===== config.mk =====
export PLATFORM = sky130hd
export DESIGN_NAME = dtc_sync_mc
export DESIGN_NICKNAME = d
export VERILOG_FILES = /design/src/rtl/dtc_sync_mc.sv
export SDC_FILE = /design/constraint.sdc
export NUM_CORES = 1
export LEC_CHECK = 0
export CORE_AREA = 4 4 68 83
export CTS_CLUSTER_SIZE = 8
export DETAILED_ROUTE_END_ITERATION = 10
export DIE_AREA = 0 0 72 87
export PLACE_DENSITY = 0.88
export SYNTH_ARGS = -nofsm -noshare
export SYNTH_HDL_FRONTEND = slang
export SYNTH_SLANG_ARGS = --single-unit

===== constraint.sdc =====
create_clock -name clk -period 3.3 [get_ports clk]
set_input_delay 0.66 -clock clk [delete_from_list [all_inputs] [get_ports clk]]
set_output_delay 0.66 -clock clk [all_outputs]
set_load 0.03 [all_outputs]

===== src/rtl/dtc_sync_mc.sv =====
// -----------------------------------------------------------------------------
// dtc_sync_mc
// Synchronous multi-channel digital-to-time converter. One code vector is
// accepted per frame through a valid/ready handshake. The frame runs for
// 2^WIDTH ticks of UNIT_CYC clock cycles each. Each channel output is a delayed
// rising edge (edge mode) or a pulse whose width is proportional to its code
// (width mode). `done` pulses for one cycle at the end of a normal frame.
//
// Optional feature (compile-time macro DTC_OFFSET_EN):
//   Adds the `offset` input. It is added to every channel code at handshake and
//   saturated at 2^WIDTH-1 before latching.
//
// Ports:
//   clk       in   sole clock, rising edge
//   rst       in   synchronous active-high reset
//   in_valid  in   code vector and mode valid
//   in_ready  out  high only while idle
//   code      in   CHANNELS*WIDTH; channel i = code[i*WIDTH +: WIDTH]
//   mode      in   0 = edge mode, 1 = width mode
//   offset    in   WIDTH; common code offset (DTC_OFFSET_EN only)
//   abort     in   terminates a running frame, no done pulse
//   out       out  CHANNELS time-encoded outputs, registered
//   busy      out  state != IDLE
//   done      out  one-cycle pulse at normal frame end
// -----------------------------------------------------------------------------
module dtc_sync_mc #(
  parameter int WIDTH    = 8,
  parameter int CHANNELS = 4,
  parameter int UNIT_CYC = 1
) (
  input  logic                      clk,
  input  logic                      rst,
  input  logic                      in_valid,
  output logic                      in_ready,
  input  logic [CHANNELS*WIDTH-1:0] code,
  input  logic                      mode,
`ifdef DTC_OFFSET_EN
  input  logic [WIDTH-1:0]          offset,
`endif
  input  logic                      abort,
  output logic [CHANNELS-1:0]       out,
  output logic                      busy,
  output logic                      done
);

  typedef enum logic [1:0] {
    IDLE = 2'd0,
    RUN  = 2'd1,
    DONE = 2'd2
  } state_t;

  // Prescaler needs at least one bit even when UNIT_CYC == 1.
  localparam int               PW        = (UNIT_CYC > 1) ? $clog2(UNIT_CYC) : 1;
  localparam logic [PW-1:0]    PRE_LAST  = PW'(UNIT_CYC - 1);
  localparam logic [WIDTH-1:0] TICK_LAST = {WIDTH{1'b1}};

  state_t                    state_reg, state_next;
  logic [PW-1:0]             pre_reg, pre_next;
  logic [WIDTH-1:0]          tick_reg, tick_next;
  logic [CHANNELS*WIDTH-1:0] code_reg, code_next;
  logic                      mode_reg, mode_next;
  logic [CHANNELS-1:0]       out_reg, out_next;

  logic [CHANNELS*WIDTH-1:0] eff_code;
  logic                      hs;
  logic                      last_cycle;

  assign hs         = in_valid && (state_reg == IDLE);
  assign last_cycle = (pre_reg == PRE_LAST) && (tick_reg == TICK_LAST);

  // Effective code per channel, formed before latching.
  genvar gi;
  generate
    for (gi = 0; gi < CHANNELS; gi++) begin : g_eff
`ifdef DTC_OFFSET_EN
      logic [WIDTH:0] sum;
      assign sum = {1'b0, code[gi*WIDTH +: WIDTH]} + {1'b0, offset};
      assign eff_code[gi*WIDTH +: WIDTH] = sum[WIDTH] ? {WIDTH{1'b1}} : sum[WIDTH-1:0];
`else
      assign eff_code[gi*WIDTH +: WIDTH] = code[gi*WIDTH +: WIDTH];
`endif
    end
  endgenerate

  // State register and datapath registers
  always_ff @(posedge clk) begin
    if (rst) begin
      state_reg <= IDLE;
      pre_reg   <= '0;
      tick_reg  <= '0;
      code_reg  <= '0;
      mode_reg  <= 1'b0;
      out_reg   <= '0;
    end else begin
      state_reg <= state_next;
      pre_reg   <= pre_next;
      tick_reg  <= tick_next;
      code_reg  <= code_next;
      mode_reg  <= mode_next;
      out_reg   <= out_next;
    end
  end

  // Next-state and next-datapath logic. abort outranks the normal end of frame.
  always_comb begin
    state_next = state_reg;
    pre_next   = pre_reg;
    tick_next  = tick_reg;
    code_next  = code_reg;
    mode_next  = mode_reg;
    case (state_reg)
      IDLE: begin
        if (hs) begin
          state_next = RUN;
          code_next  = eff_code;
          mode_next  = mode;
          pre_next   = '0;
          tick_next  = '0;
        end
      end
      RUN: begin
        if (abort) begin
          state_next = IDLE;
        end else if (last_cycle) begin
          state_next = DONE;
        end
        if (state_next != RUN) begin
          // Leaving the frame: clear counters, never wrap inside the frame.
          pre_next  = '0;
          tick_next = '0;
        end else if (pre_reg == PRE_LAST) begin
          pre_next  = '0;
          tick_next = tick_reg + 1'b1;
        end else begin
          pre_next  = pre_reg + 1'b1;
        end
      end
      DONE: begin
        state_next = IDLE;
      end
      default: begin
        state_next = IDLE;
      end
    endcase
  end

  // The output register is loaded from the *next* tick so that out already
  // reflects tick k during RUN cycle k (including k = 0 right after handshake).
  generate
    for (gi = 0; gi < CHANNELS; gi++) begin : g_out
      logic edge_hit;
      assign edge_hit     = (tick_next >= code_next[gi*WIDTH +: WIDTH]);
      assign out_next[gi] = (state_next == RUN) && (mode_next ? !edge_hit : edge_hit);
    end
  endgenerate

  // Output logic
  always_comb begin
    in_ready = (state_reg == IDLE);
    busy     = (state_reg != IDLE);
    done     = (state_reg == DONE);
    out      = out_reg;
  end

endmodule

After elaboration in Yosys (flattened, before gate mapping)
Cells that the tools add are included.
{"block": "word_totals", "word_cells": 54, "inputBits": 37, "ff_bits": 48}
{"block": "classes", "order_cmp": 4, "bitwise": 1, "n_mux": 21, "n_reduce_logical": 14, "n_eq_ne": 6, "add_sub_neg": 2}
{"op": "$mux 32", "n": 2}
{"op": "$ge 8x8->1", "n": 4}
{"op": "$mux 8", "n": 3}
{"op": "$pmux 8 s2", "n": 1}
{"op": "$mux 1", "n": 9}
{"op": "$add 8x1->8 const B", "n": 1}
{"op": "$eq 8x8->1 const B", "n": 1}
{"op": "$mux 2", "n": 4}
{"op": "$logic_and 1x1->1", "n": 6}
{"op": "$eq 2x1->1 const B", "n": 2}
{"op": "$logic_not 1->1", "n": 4}
{"op": "$ne 2x1->1 const B", "n": 2}
{"op": "$pmux 2 s2", "n": 1}
{"op": "$reduce_bool 2->1", "n": 2}
{"op": "$eq 2x2->1 const B", "n": 1}
{"op": "$logic_not 2->1", "n": 1}
{"op": "$pmux 1 s2", "n": 1}
{"op": "$reduce_and 2->1", "n": 1}
{"op": "$add 1x1->1 const B", "n": 1}
{"op": "$not 1->1", "n": 1}

Logic depth before layout (Yosys ltp)
Gate-level depths: netlist of the first run.
{"block": "logic_depth", "ltp_word": 12, "mapped_depth": 12, "mapped_depth_nobuf": 12}

Least setup slack after synthesis of the first run
Ideal clock, no wire load.
{"block": "synth_path", "path_type": "input to register", "startpoint": "input port abort", "endpoint": "register out_reg[0], in the netlist out[0]", "setup_time_ns": 0.124, "path_buffers": 1, "arrival_time_ns": 2.827, "slack_ns": 0.349, "stages": 12, "path_cell_list": "or3b_4 -> buf_2 -> a31oi_1 -> a21o_1 -> nand2_1 -> nand2_1 -> ha_1 -> a21o_1 -> a221o_1 -> a21oi_1 -> o21ai_0 -> mux2i_1"}
{"block": "synth_via", "elab_chain_len": 9}
{"element": "from (decl)", "line": "40", "text": "input logic abort,"}
{"element": "$mux 2 *", "line": "122", "text": "if (abort) begin"}
{"element": "$mux 2 *", "line": "111", "text": "case (state_reg)"}
{"element": "$ne 2x1->1 *", "line": "127", "text": "if (state_next != RUN) begin"}
{"element": "$mux 8 *", "line": "127"}
{"element": "$pmux 8 s2 *", "line": "111"}
{"element": "named net tick_next[5]", "line": "59", "text": "logic [WIDTH-1:0] tick_reg, tick_next;"}
{"element": "$ge 8x8->1 *", "line": "152", "text": "assign edge_hit = (tick_next >= code_next[gi*WIDTH +: WIDTH]);"}
{"element": "$logic_not 1->1", "line": "153", "text": "assign out_next[gi] = (state_next == RUN) && (mode_next ? !edge_hit : edge_hit);"}
{"element": "$mux 1 *", "line": "153"}
{"element": "$logic_and 1x1->1 *", "line": "153"}
{"element": "to (signal assigned)", "line": "100", "text": "out_reg <= out_next;"}
{"element": "to (decl)", "line": "62", "text": "logic [CHANNELS-1:0] out_reg, out_next;"}
Mark *: on every way through the listed nets, which the timed path passes. The rest lies on a longest branch. The select of a mux whose other input is x is not followed.
A chain may end at the register's enable or synchronous reset.

Worst setup path in the final report of the first run
{"block": "layout_path", "startpoint": "input port abort", "endpoint": "register out_reg[3], in the netlist out[3]"}
Same word-level chain as after synthesis.

==> metrics.md, run 1 <==
| Metric | Value |
|---|---|
| Crit path time final | 3.24 ns |
| Worst path bufs/invs | 2 |
| Cell mode on critical path | a21o_1 |
| Routed wire length | about 6100 um |
| Sequential area share after synthesis | 0.383 |
| CP Class | input port to flip-flop |
| Overall die width | 72 um |
| Worst path required time | approximately 3.5 ns |
| Worst reg2reg path depth | 10 |
| Worst-path clk slew | around 0.10 ns |
| Slowest-stage cell, CP | or3b_4 |
| IO buf count | 43 |
| CTS Buf Count | 5 |
| Worst-Skew Late Latency | between 0.3 and 0.4 ns |
| Post-layout nets | 370 |
| I/O Pins | 44 |
| Die Area | approximately 6300 um^2 |
| Logic depth of the worst path, buffers included | 13 |
| Fin. max-slew vios | 0 |
| First drt pass iteration count | 4 |
| Clock Tree Buf Depth | 2 |
| Post-DP Area | approximately 3000 um^2 |
| ANT nets after route | 0 |
| Via density | roughly 6 |
| Main flop type after synthesis | dfxtp_1 |
| Register area | roughly 940 um^2 |
| Share of cells above drive strength 1 | 0.108 |
| Synth cell types | 38 |
| Final Cell Area | approximately 3200 um^2 |
| DP HPWL | 4460 um |
| Setup TNS | 0 ns |
| Setup WS post-layout | about 0.06 ns |
| Iteration-0 DRC Markers | between 100 and 150 |
| Hold WS | 0.506 ns |
| Synth top area share | 0.383 |
| Synth warnings | 0 |
| Post-synth EDFFs | 0 |
| Final worst-path cycle share | 0.982 |
| WL/cell | about 17 um |
| Chip height | ~87 um |
| Cells on Worst Hold Path | 2 |
| Tightest Hold Check Type | flip-flop to flip-flop |
| CTS H-tree lvls | 2 |
| Pwr Density | 403 nW/um^2 |
| Area of the multi-input gates | between 1000 and 1500 um^2 |
| Met2 GRT Util | 0.363 |
| Post-route insts no fill | between 300 and 400 |
| Busiest grt layer | met2 |
| Initial core utilization | 0.508 |
| Inst Count DP | between 300 and 400 |
| # Max-Cap Violations | 0 |
| WP data arrival | 3.44 ns |
| Status | complete, no violations |
| Worst-margin pin slew | 0.587 ns |
| Antenna diodes | 0 |
| Final RePlAce weighted congestion | just under 0.9 |
| Met3 Resource Use GR | 0.0346 |
| Max Fclk | 309 MHz |
| Dominant cells by area after synthesis | dfxtp_1 38%, mux2i_1 15%, ha_1 15% |
| CTS Root Cell | clkbuf_8 |
| Clock Sinks | 47 |
| Max VDD drop | just under 0.3 mV |
| Final Hold Violating Endpoints | 0 |
| Cell area after synthesis | 2450 um^2 |
| Async set-reset flop share out of synthesis | 0 |
| Global-route wire length before repair | 9960 um |
| Leakage power | 1.41 nW |
| CP Max Fanout | 8 |
| All-Layer GR Usage | 0.201 |
| CORE AREA | 4830 um^2 |
| Dpl ws | -0.308 ns |
| Crit-path cells | clkdlybuf4s50_1 > or3b_4 > buf_4 > a31oi_4 > a21o_1 > nand2_1 > nand2_4 > ha_1 > a21o_1 > a221o_1 > a21oi_1 > o21ai_0 > mux2i_1 |
| Max FFs per register | 32 |
| Initial antenna violation count | 0 |
| Gate count of the mapped netlist | 250 |
| Largest delay share family, worst path | compound AO/OA/AOI/OAI gates |
| Row count | 28 |
| Vias | approximately 2200 |
| Relative slew slack | 0.608 |
| CP Capture Type | flip-flop |
| Area growth syn-to-layout | 29.2% |
| Syn_nets | ~320 |
| Final setup fails | 0 |
| Vias in the first global route | ~2200 |
| Crit start category | input port |
| Syn_area_per_cell | between 9 and 10 um^2 |
| Skew final | between 0.008 and 0.009 ns |
| Global routing met1 resource utilization | 0.231 |
| Number of synthesized register bits | 47 |
| # fillers | 374 |
| DRC | 0 |
| Slowest stage delay, CP | 0.45 ns |
| Largest net degree at the start of global routing | 31 |
| CTS tree | done |
| Total gr overflow | 0 |
| Cell taking the most area after synthesis | dfxtp_1 |
[area by class of cell]
| type | count | share of cell area |
|---|---|---|
| clock inverters | 3 | 0.0146 |
| flip-flops and latches | 47 | 0.297 |
| inverters | 3 | 0.00355 |
| repair buffers | 57 | 0.169 |
| multi-input cells | 190 | 0.471 |
| clock buffers | 5 | 0.0217 |
| well taps | 60 | 0.0237 |
[cell usage after synthesis (3+ instances only)]
cell type and instances:
a21oi_1 8, o21a_1 4, nor4b_1 3, nor2b_1 4, nor2_1 42, inv_1 3, o2111ai_1 3, ha_1 29
a21o_1 7, nand3_1 4, buf_4 3, mux2i_1 37, and3_1 5, nand4_1 3, dfxtp_1 47, a221o_1 3
o21ai_0 8, clkbuf_1 5, nand2_1 6
[path summary, 6_finish.rpt]
kind / from / to / slack, ns
setup / recovery: abort / out[3] / 0.06
hold / removal: code_reg[8] / code_reg[8] / 0.51
setup reg to reg: tick_reg[0] / out[3] / 0.25
hold reg to reg: code_reg[8] / code_reg[8] / 0.51
[through the flow]
stage                     total power (W)  utilization
after floorplan                  0.000756            -
after global placement           0.000838        0.623
after detailed placement         0.000849        0.623
after CTS                         0.00128        0.647
after global routing              0.00134        0.656
final                             0.00128        0.656
[cells in the final DEF (no fill, tap or decap), types with 5 or more instances in the layout]
| master | count |
|---|---|
| ha_1 | 29 |
| nor2_1 | 42 |
| nand2_1 | 5 |
| a21oi_1 | 8 |
| and3_1 | 5 |
| mux2i_1 | 37 |
| o21ai_0 | 7 |
| clkdlybuf4s50_1 | 43 |
| clkbuf_8 | 5 |
| a21o_1 | 7 |
| buf_4 | 14 |
| dfxtp_1 | 47 |
[layer usage]
metal / wire length [um] / vias up / share of wire
li1: - / 1019 / -
met1: 2440 / 1027 / 0.40
met2: 3140 / 90 / 0.51
met3: 353 / 19 / 0.058
met4: 183 / 0 / 0.030
met5: 0 / - / 0
[report_power, final]
| group | internal (W) | leakage (nW) | switching [W] | total, W |
|---|---|---|---|---|
| clock network | 0.000228 | 0.0548 | 0.000210 | 0.000439 |
| registers | 0.000597 | 0.385 | 0.00000989 | 0.000607 |
| logic | 0.000119 | 0.971 | 0.000114 | 0.000233 |
| total | 0.000944 | 1.41 | 0.000335 | 0.00128 |
[worst min-delay path: cells and delay by family, from the launching register on]
kind | cells | cell delay [ns]
AND/OR/NAND/NOR | 1 | 0.08
multiplexers | 1 | 0.08
flip-flops | 1 | 0.32
[cells by family after synthesis]
| kind of cell | share of synthesized area |
|---|---|
| and+or+nand+nor | 0.157 |
| muxes | 0.151 |
| AOI/OAI and AO/OA | 0.136 |
| DFF | 0.383 |
| adders and majority gates | 0.148 |
| buffers and inverters | 0.0255 |
[timing repair]
action | CTS | global route
hold buffers | 0 | 0
buffers inserted | 0 | 1
resized for setup | 0 | 8
endpoints found under the setup margin | 0 | 4
Note: power is estimated with default switching activity, not from simulation.
==> inputs of run 2 (changes only) <==
- CORE_AREA: 4 4 68 83 -> 4 4 66 81
- DIE_AREA: 0 0 72 87 -> 0 0 70 85
- DONT_BUFFER_PORTS: unset -> 1
- PLACE_DENSITY: 0.88 -> 0.8
- SETUP_SLACK_MARGIN: unset -> 0.02
==> metrics.md, run 2 (same netlist as run 1, synthesis figures left out) <==
| Metric | Value |
|---|---|
| Status | complete, no violations (unchanged) |
| Area of the multi-input gates | 1460 um^2 (was 1490 um^2) |
| Chip height | 85 um (was 87 um) |
| WL/cell | 16.2 um (was 16.8 um) |
| Fin util | 0.575 (was 0.656) |
| Post-CTS Setup Repair Bufs | 0 (unchanged) |
| Post-DP Area | 2520 um^2 (was 3010 um^2) |
| # fillers | 416 (was 374) |
| CORE AREA | 4530 um^2 (was 4830 um^2) |
| CP Capture Type | flip-flop (unchanged) |
| Fin. max-slew vios | 0 (unchanged) |
| Final RePlAce weighted congestion | 0.834 (was 0.868) |
| Via density | 5.77 (was 5.90) |
| Sw power | 0.000276 W (was 0.000335 W) |
| First drt pass iteration count | 4 (unchanged) |
| Setup TNS | 0 ns (unchanged) |
| Sw frac | 0.255 (was 0.262) |
| Total gr overflow | 0 (unchanged) |
| Final Hold Violating Endpoints | 0 (unchanged) |
| WP data arrival | 3.12 ns (was 3.44 ns) |
| Clock Tree Buf Depth | 2 (unchanged) |
| Final worst-path cycle share | 0.893 (was 0.982) |
| ANT nets after route | 0 (unchanged) |
| IO buf count | 0 (was 43) |
| Overall die width | 70 um (was 72 um) |
| # hold bufs at CTS | 0 (unchanged) |
| Hold Crit Start | rst (was code_reg[8]) |
| Slowest-stage cell, CP | dfxtp_1 (was or3b_4) |
| I/O Pins | 44 (unchanged) |
| CTS Buf Count | 5 (unchanged) |
| Max Fclk | 339 MHz (was 309 MHz) |
| Worst path required time | 3.48 ns (was 3.50 ns) |
| Int Pwr | 0.000806 W (was 0.000944 W) |
| DP HPWL | 3770 um (was 4460 um) |
| Pwr Density | 415 nW/um^2 (was 403 nW/um^2) |
| Worst reg2reg path depth | 12 (was 10) |
| Crit path time final | 2.95 ns (was 3.24 ns) |
| Iteration-0 DRC Markers | 52 (was 145) |
| Largest delay share family, worst path | compound AO/OA/AOI/OAI gates (unchanged) |
| All-Layer GR Usage | 0.181 (was 0.201) |
| FF-to-FF setup slack | 0.35 ns (was 0.25 ns) |
| Worst path bufs/invs | 0 (was 2) |
| Initial core utilization | 0.542 (was 0.508) |
| Relative slew slack | 0.598 (was 0.608) |
| CTS H-tree lvls | 2 (unchanged) |
| Sequential Power Share | 0.566 (was 0.475) |
| Max FFs per register | 32 (unchanged) |
| Tightest Hold Check Type | input port to flip-flop (was flip-flop to flip-flop) |
| CP Class | flip-flop to flip-flop (was input port to flip-flop) |
| Final Cell Area | 2610 um^2 (was 3170 um^2) |
| Vias in the first global route | 1924 (was 2207) |
| Inst Count DP | 302 (was 356) |
| Area growth syn-to-layout | 6.12% (was 29.2%) |
| Post-route insts no fill | 308 (was 365) |
| Post-layout nets | 317 (was 370) |
| Leakage power | 1.18 nW (was 1.41 nW) |
| Skew final | 0.00813 ns (was 0.00847 ns) |
| CP Max Fanout | 5 (was 8) |
| Logic depth of the worst path, buffers included | 12 (was 13) |
| Worst-path clk slew | 0.08 ns (was 0.10 ns) |
| Crit path capture | out[0] (was out[3]) |
| Antenna diodes | 0 (unchanged) |
| Final setup fails | 0 (unchanged) |
| Crit start category | flip-flop (was input port) |
| Initial antenna violation count | 0 (unchanged) |
| Share of cells above drive strength 1 | 0.0680 (was 0.108) |
| Worst-margin pin slew | 0.601 ns (was 0.587 ns) |
| Worst reg2reg startpoint | tick_reg[0] (unchanged) |
| Worst-Skew Late Latency | 0.29 ns (was 0.31 ns) |
| Largest net degree at the start of global routing | 44 (was 31) |
| Row count | 27 (was 28) |
| Slowest stage delay, CP | 0.44 ns (was 0.45 ns) |
| Commonest non-fill, non-tap cell in the layout | dfxtp_1 (unchanged) |
| Global-route wire length before repair | 8710 um (was 9960 um) |
| CTS Root Cell | clkbuf_8 (unchanged) |
| # Max-Cap Violations | 0 (unchanged) |
| Vias | 1777 (was 2155) |
| Launch point of the worst path | tick_reg[0] (was abort) |
| Register area | 941 um^2 (unchanged) |
| Max VDD drop | 0.316 mV (was 0.289 mV) |
| Routed wire length | 5000 um (was 6120 um) |
| Clock Sinks | 47 (unchanged) |
| Most frequent cells in the layout | 47 x dfxtp_1, 42 x nor2_1, 37 x mux2i_1 (was 47 x dfxtp_1, 43 x clkdlybuf4s50_1, 42 x nor2_1) |
| CTS tree | done (unchanged) |
| DRC | 0 (unchanged) |
| Die Area | 5950 um^2 (was 6260 um^2) |
| RR Endpoint | out[0] (was out[3]) |
| Crit-path cells | ha_1 > and3_1 > a31oi_1 > a21o_1 > nand2_1 > nand2_1 > ha_1 > a21o_1 > a221o_1 > a21oi_1 > o21ai_0 > mux2i_1 (was clkdlybuf4s50_1 > or3b_4 > buf_4 > a31oi_4 > a21o_1 > nand2_1 > nand2_4 > ha_1 > a21o_1 > a221o_1 > a21oi_1 > o21ai_0 > mux2i_1) |
| Gate power share | 0.142 (was 0.182) |
| Unrepaired setup endpoints after global routing | false |
| Clock share of power | 0.292 (was 0.343) |
## run 2: final cells by class
class / count / share of cell area
Sequential cell: 47 / 0.361
Multi-Input combinational cell: 190 / 0.561
Clock buffer: 5 / 0.0264
Tap cell: 58 / 0.0279
Timing Repair Buffer: 4 / 0.0163
Inverter: 3 / 0.00432
Clock inverter: 1 / 0.00288
## run 2: stage by stage
step,power [W],worst slack [ns],hold slack (ns)
after detailed placement,0.000780,0.117,0.485
after global routing,0.00114,0.0903,0.406
final,0.00108,0.353,0.428
after CTS,0.00109,0.258,0.419
after global placement,0.000773,0.181,0.476
after floorplan,0.000756,0.349,0.456
## run 2: how the worst min path moves through the flow
stage          cells after the start           end
2_1_floorplan                      2   code_reg[0]
3_3_place_gp                       2  code_reg[16]
3_5_place_dp                       2  code_reg[10]
4_1_cts                            1  code_reg[31]
5_1_grt                            1  code_reg[25]
6_report                           1  code_reg[31]
## run 2: power groups by stage
stage          Combinational, W  Clock (W)  Sequential, W
6_report               0.000153   0.000316       0.000612
5_1_grt                0.000174   0.000354       0.000616
4_1_cts                0.000155   0.000327       0.000612
3_5_place_dp           0.000154          0       0.000626
3_3_place_gp           0.000148          0       0.000625
2_1_floorplan          0.000133          0       0.000623
## run 2: worst register-to-register path: cells and delay by family (launching register included)
kind / cells / cell delay, ns
adders and majority gates: 2 / 0.59
and+or+nand+nor: 3 / 0.53
muxes: 1 / 0.13
AOI/OAI and AO/OA: 6 / 1.15
DFF: 1 / 0.44
## run 2: repair_timing
action / CTS / global route
endpoints found under the setup margin: 0 / 1
gates resized for setup: 0 / 1
endpoints found under the hold margin: 0 / 0
## run 2: per-layer routing
layer | vias to the layer above | wire (um) | global-route usage
li1 | 913 | - | -
met1 | 805 | 2130 | 0.214
met2 | 46 | 2420 | 0.303
met3 | 13 | 312 | 0.0521
met4 | 0 | 130 | 0.0819
met5 | - | 0 | 0
==> inputs of run 3 (changes only) <==
- clock period: 3.3 -> 3.7 ns (I/O delays scaled with it)
==> metrics.md, run 3 (same netlist as run 1, synthesis figures left out) <==
| Metric | Value |
|---|---|
| Worst path bufs/invs | 0 (unchanged) |
| Post-layout nets | 317 (unchanged) |
| Final worst-path cycle share | 0.801 |
| DP HPWL | 3670 um (was 3770 um) |
| CTS tree | done (unchanged) |
| # fillers | 412 (was 416) |
| Vias | 1808 (was 1777) |
| Final Cell Area | 2630 um^2 (was 2610 um^2) |
| All-Layer GR Usage | 0.180 (was 0.181) |
| Antenna diodes | 0 (unchanged) |
| Clock share of power | 0.347 (was 0.292) |
| Leakage power | 1.19 nW (was 1.18 nW) |
| Share of cells above drive strength 1 | 0.0637 (was 0.0680) |
| Clock Tree Buf Depth | 2 (unchanged) |
| Die Area | 5950 um^2 (unchanged) |
| IO buf count | 0 (unchanged) |
| ANT nets after route | 0 (unchanged) |
| Iteration-0 DRC Markers | 49 (was 52) |
| Post-CTS Resized | 0 (unchanged) |
| WL/cell | 16.2 um (about the same) |
| Final setup fails | 0 (unchanged) |
| Unrepaired setup endpoints after global routing | false (unchanged) |
| Post-CTS Setup Repair Bufs | 0 (unchanged) |
| Setup WS post-layout | 0.736 ns (was 0.353 ns) |
| Setup TNS | 0 ns (unchanged) |
| Clock Sinks | 47 (unchanged) |
| Total gr overflow | 0 (unchanged) |
| Crit-path cells | or3b_4 > o21bai_1 > or3_1 > nand2_1 > ha_1 > a21o_1 > a221o_1 > a21oi_1 > o21ai_0 > mux2i_1 (was ha_1 > and3_1 > a31oi_1 > a21o_1 > nand2_1 > nand2_1 > ha_1 > a21o_1 > a221o_1 > a21oi_1 > o21ai_0 > mux2i_1) |
| Crit path time final | between 2 and 3 ns |
| Max Fclk | 337 MHz |
| WP data arrival | 3.15 ns (was 3.12 ns) |
| CP Capture Type | flip-flop (unchanged) |
| Skew final | 0.00667 ns (was 0.00813 ns) |
| Initial core utilization | 0.542 (unchanged) |
| Dpl ws | 0.442 ns (was 0.117 ns) |
| Worst path required time | 3.89 ns (was 3.48 ns) |
| Post-DP Area | 2520 um^2 (unchanged) |
| Vias in the first global route | 1911 (was 1924) |
| CTS Root Cell | clkbuf_8 (unchanged) |
| First drt pass iteration count | 4 (unchanged) |
| Sw frac | 0.242 (was 0.255) |
| Slowest-stage cell, CP | or3b_4 (was dfxtp_1) |
| Commonest non-fill, non-tap cell in the layout | dfxtp_1 (unchanged) |
| Crit start category | input port (was flip-flop) |
| Worst-Skew Late Latency | 0.30 ns (was 0.29 ns) |
| Gate power share | 0.130 (was 0.142) |
| I/O Pins | 44 (unchanged) |
| Sequential Power Share | 0.523 (was 0.566) |
| CTS Buf Count | 5 (unchanged) |
| CP Max Fanout | 13 (was 5) |
| # Max-Cap Violations | 0 (unchanged) |
| FF-to-FF setup slack | 0.75 ns (was 0.35 ns) |
| # hold bufs at CTS | 0 (unchanged) |
| Relative slew slack | 0.605 (was 0.598) |
| Max VDD drop | 0.308 mV (was 0.316 mV) |
| Global-route wire length before repair | 8550 um (was 8710 um) |
| Most frequent cells in the layout | 47 x dfxtp_1, 42 x nor2_1, 37 x mux2i_1 (unchanged) |
| Final Hold Violating Endpoints | 0 (unchanged) |
| Via density | 5.85 (was 5.77) |
| Row count | 27 (unchanged) |
| Tightest Hold Check Type | input port to flip-flop (unchanged) |
| Overall die width | 70 um (unchanged) |
| Area growth syn-to-layout | 6.98% (was 6.12%) |
| Fin. max-slew vios | 0 (unchanged) |
| DRC | 0 (unchanged) |
| Routed wire length | 5000 um (about the same) |
| Chip height | 85 um (unchanged) |
| Worst-path clk slew | 0.08 ns (about the same) |
| Final RePlAce weighted congestion | 0.826 (was 0.834) |
| Max FFs per register | 32 (unchanged) |
| Worst-margin pin slew | 0.590 ns (was 0.601 ns) |
| CORE AREA | 4530 um^2 (unchanged) |
| Status | complete, no violations (unchanged) |
| Sw power | 0.000252 W (was 0.000276 W) |
| Slowest stage delay, CP | 0.44 ns (about the same) |
| Int Pwr | 0.000791 W (was 0.000806 W) |
| Largest net degree at the start of global routing | 44 (unchanged) |
| CTS H-tree lvls | 2 (unchanged) |
| Pwr Density | 397 nW/um^2 (was 415 nW/um^2) |
| Initial antenna violation count | 0 (unchanged) |
| Total power | 0.00104 W (was 0.00108 W) |
| Largest delay share family, worst path | simple AND/OR/NAND/NOR gates (was compound AO/OA/AOI/OAI gates) |
| CP Class | input port to flip-flop (was flip-flop to flip-flop) |
-- run 3: final cells by class --
cell class,count,area [um^2],share of cell area
multi-input cells,190,1460,0.555
repair buffers,4,42.5,0.0162
flip-flops and latches,47,941,0.358
well taps,58,72.6,0.0276
inverters,3,11.3,0.00429
clock buffers,6,72.6,0.0276
clock inverters,1,30.0,0.0114
-- run 3: per-layer routing --
| layer | global-route usage | routed length, um | up-vias |
|---|---|---|---|
| met5 | 0 | 0 | - |
| met4 | 0.0854 | 148 | 0 |
| met3 | 0.0592 | 323 | 13 |
| met2 | 0.316 | 2440 | 44 |
| met1 | 0.194 | 2090 | 843 |
| li1 | - | - | 908 |
-- run 3: metrics by stage --
stage,utilization,hold slack [ns],instances
floorplan,-,0.456,250
global placement,0.557,0.473,302
detailed placement,0.557,0.483,302
CTS,0.580,0.498,309
global route,0.580,0.491,309
finish,0.580,0.501,309
-- run 3: final timing paths --
kind / endpoint / depth (start not counted) / start
worst max-delay path: out[2] / 10 / abort
worst min-delay path: code_reg[20] / 1 / rst
worst max register to register: out[2] / 12 / tick_reg[0]
worst min register to register: code_reg[16] / 2 / code_reg[16]
-- run 3: power groups by stage --
stage	registers [W]	clock network [W]	logic [W]
2_1_floorplan	0.000556	0	0.000119
3_3_place_gp	0.000558	0	0.000132
3_5_place_dp	0.000558	0	0.000136
4_1_cts	0.000546	0.000365	0.000137
5_1_grt	0.000549	0.000387	0.000155
6_report	0.000546	0.000362	0.000136
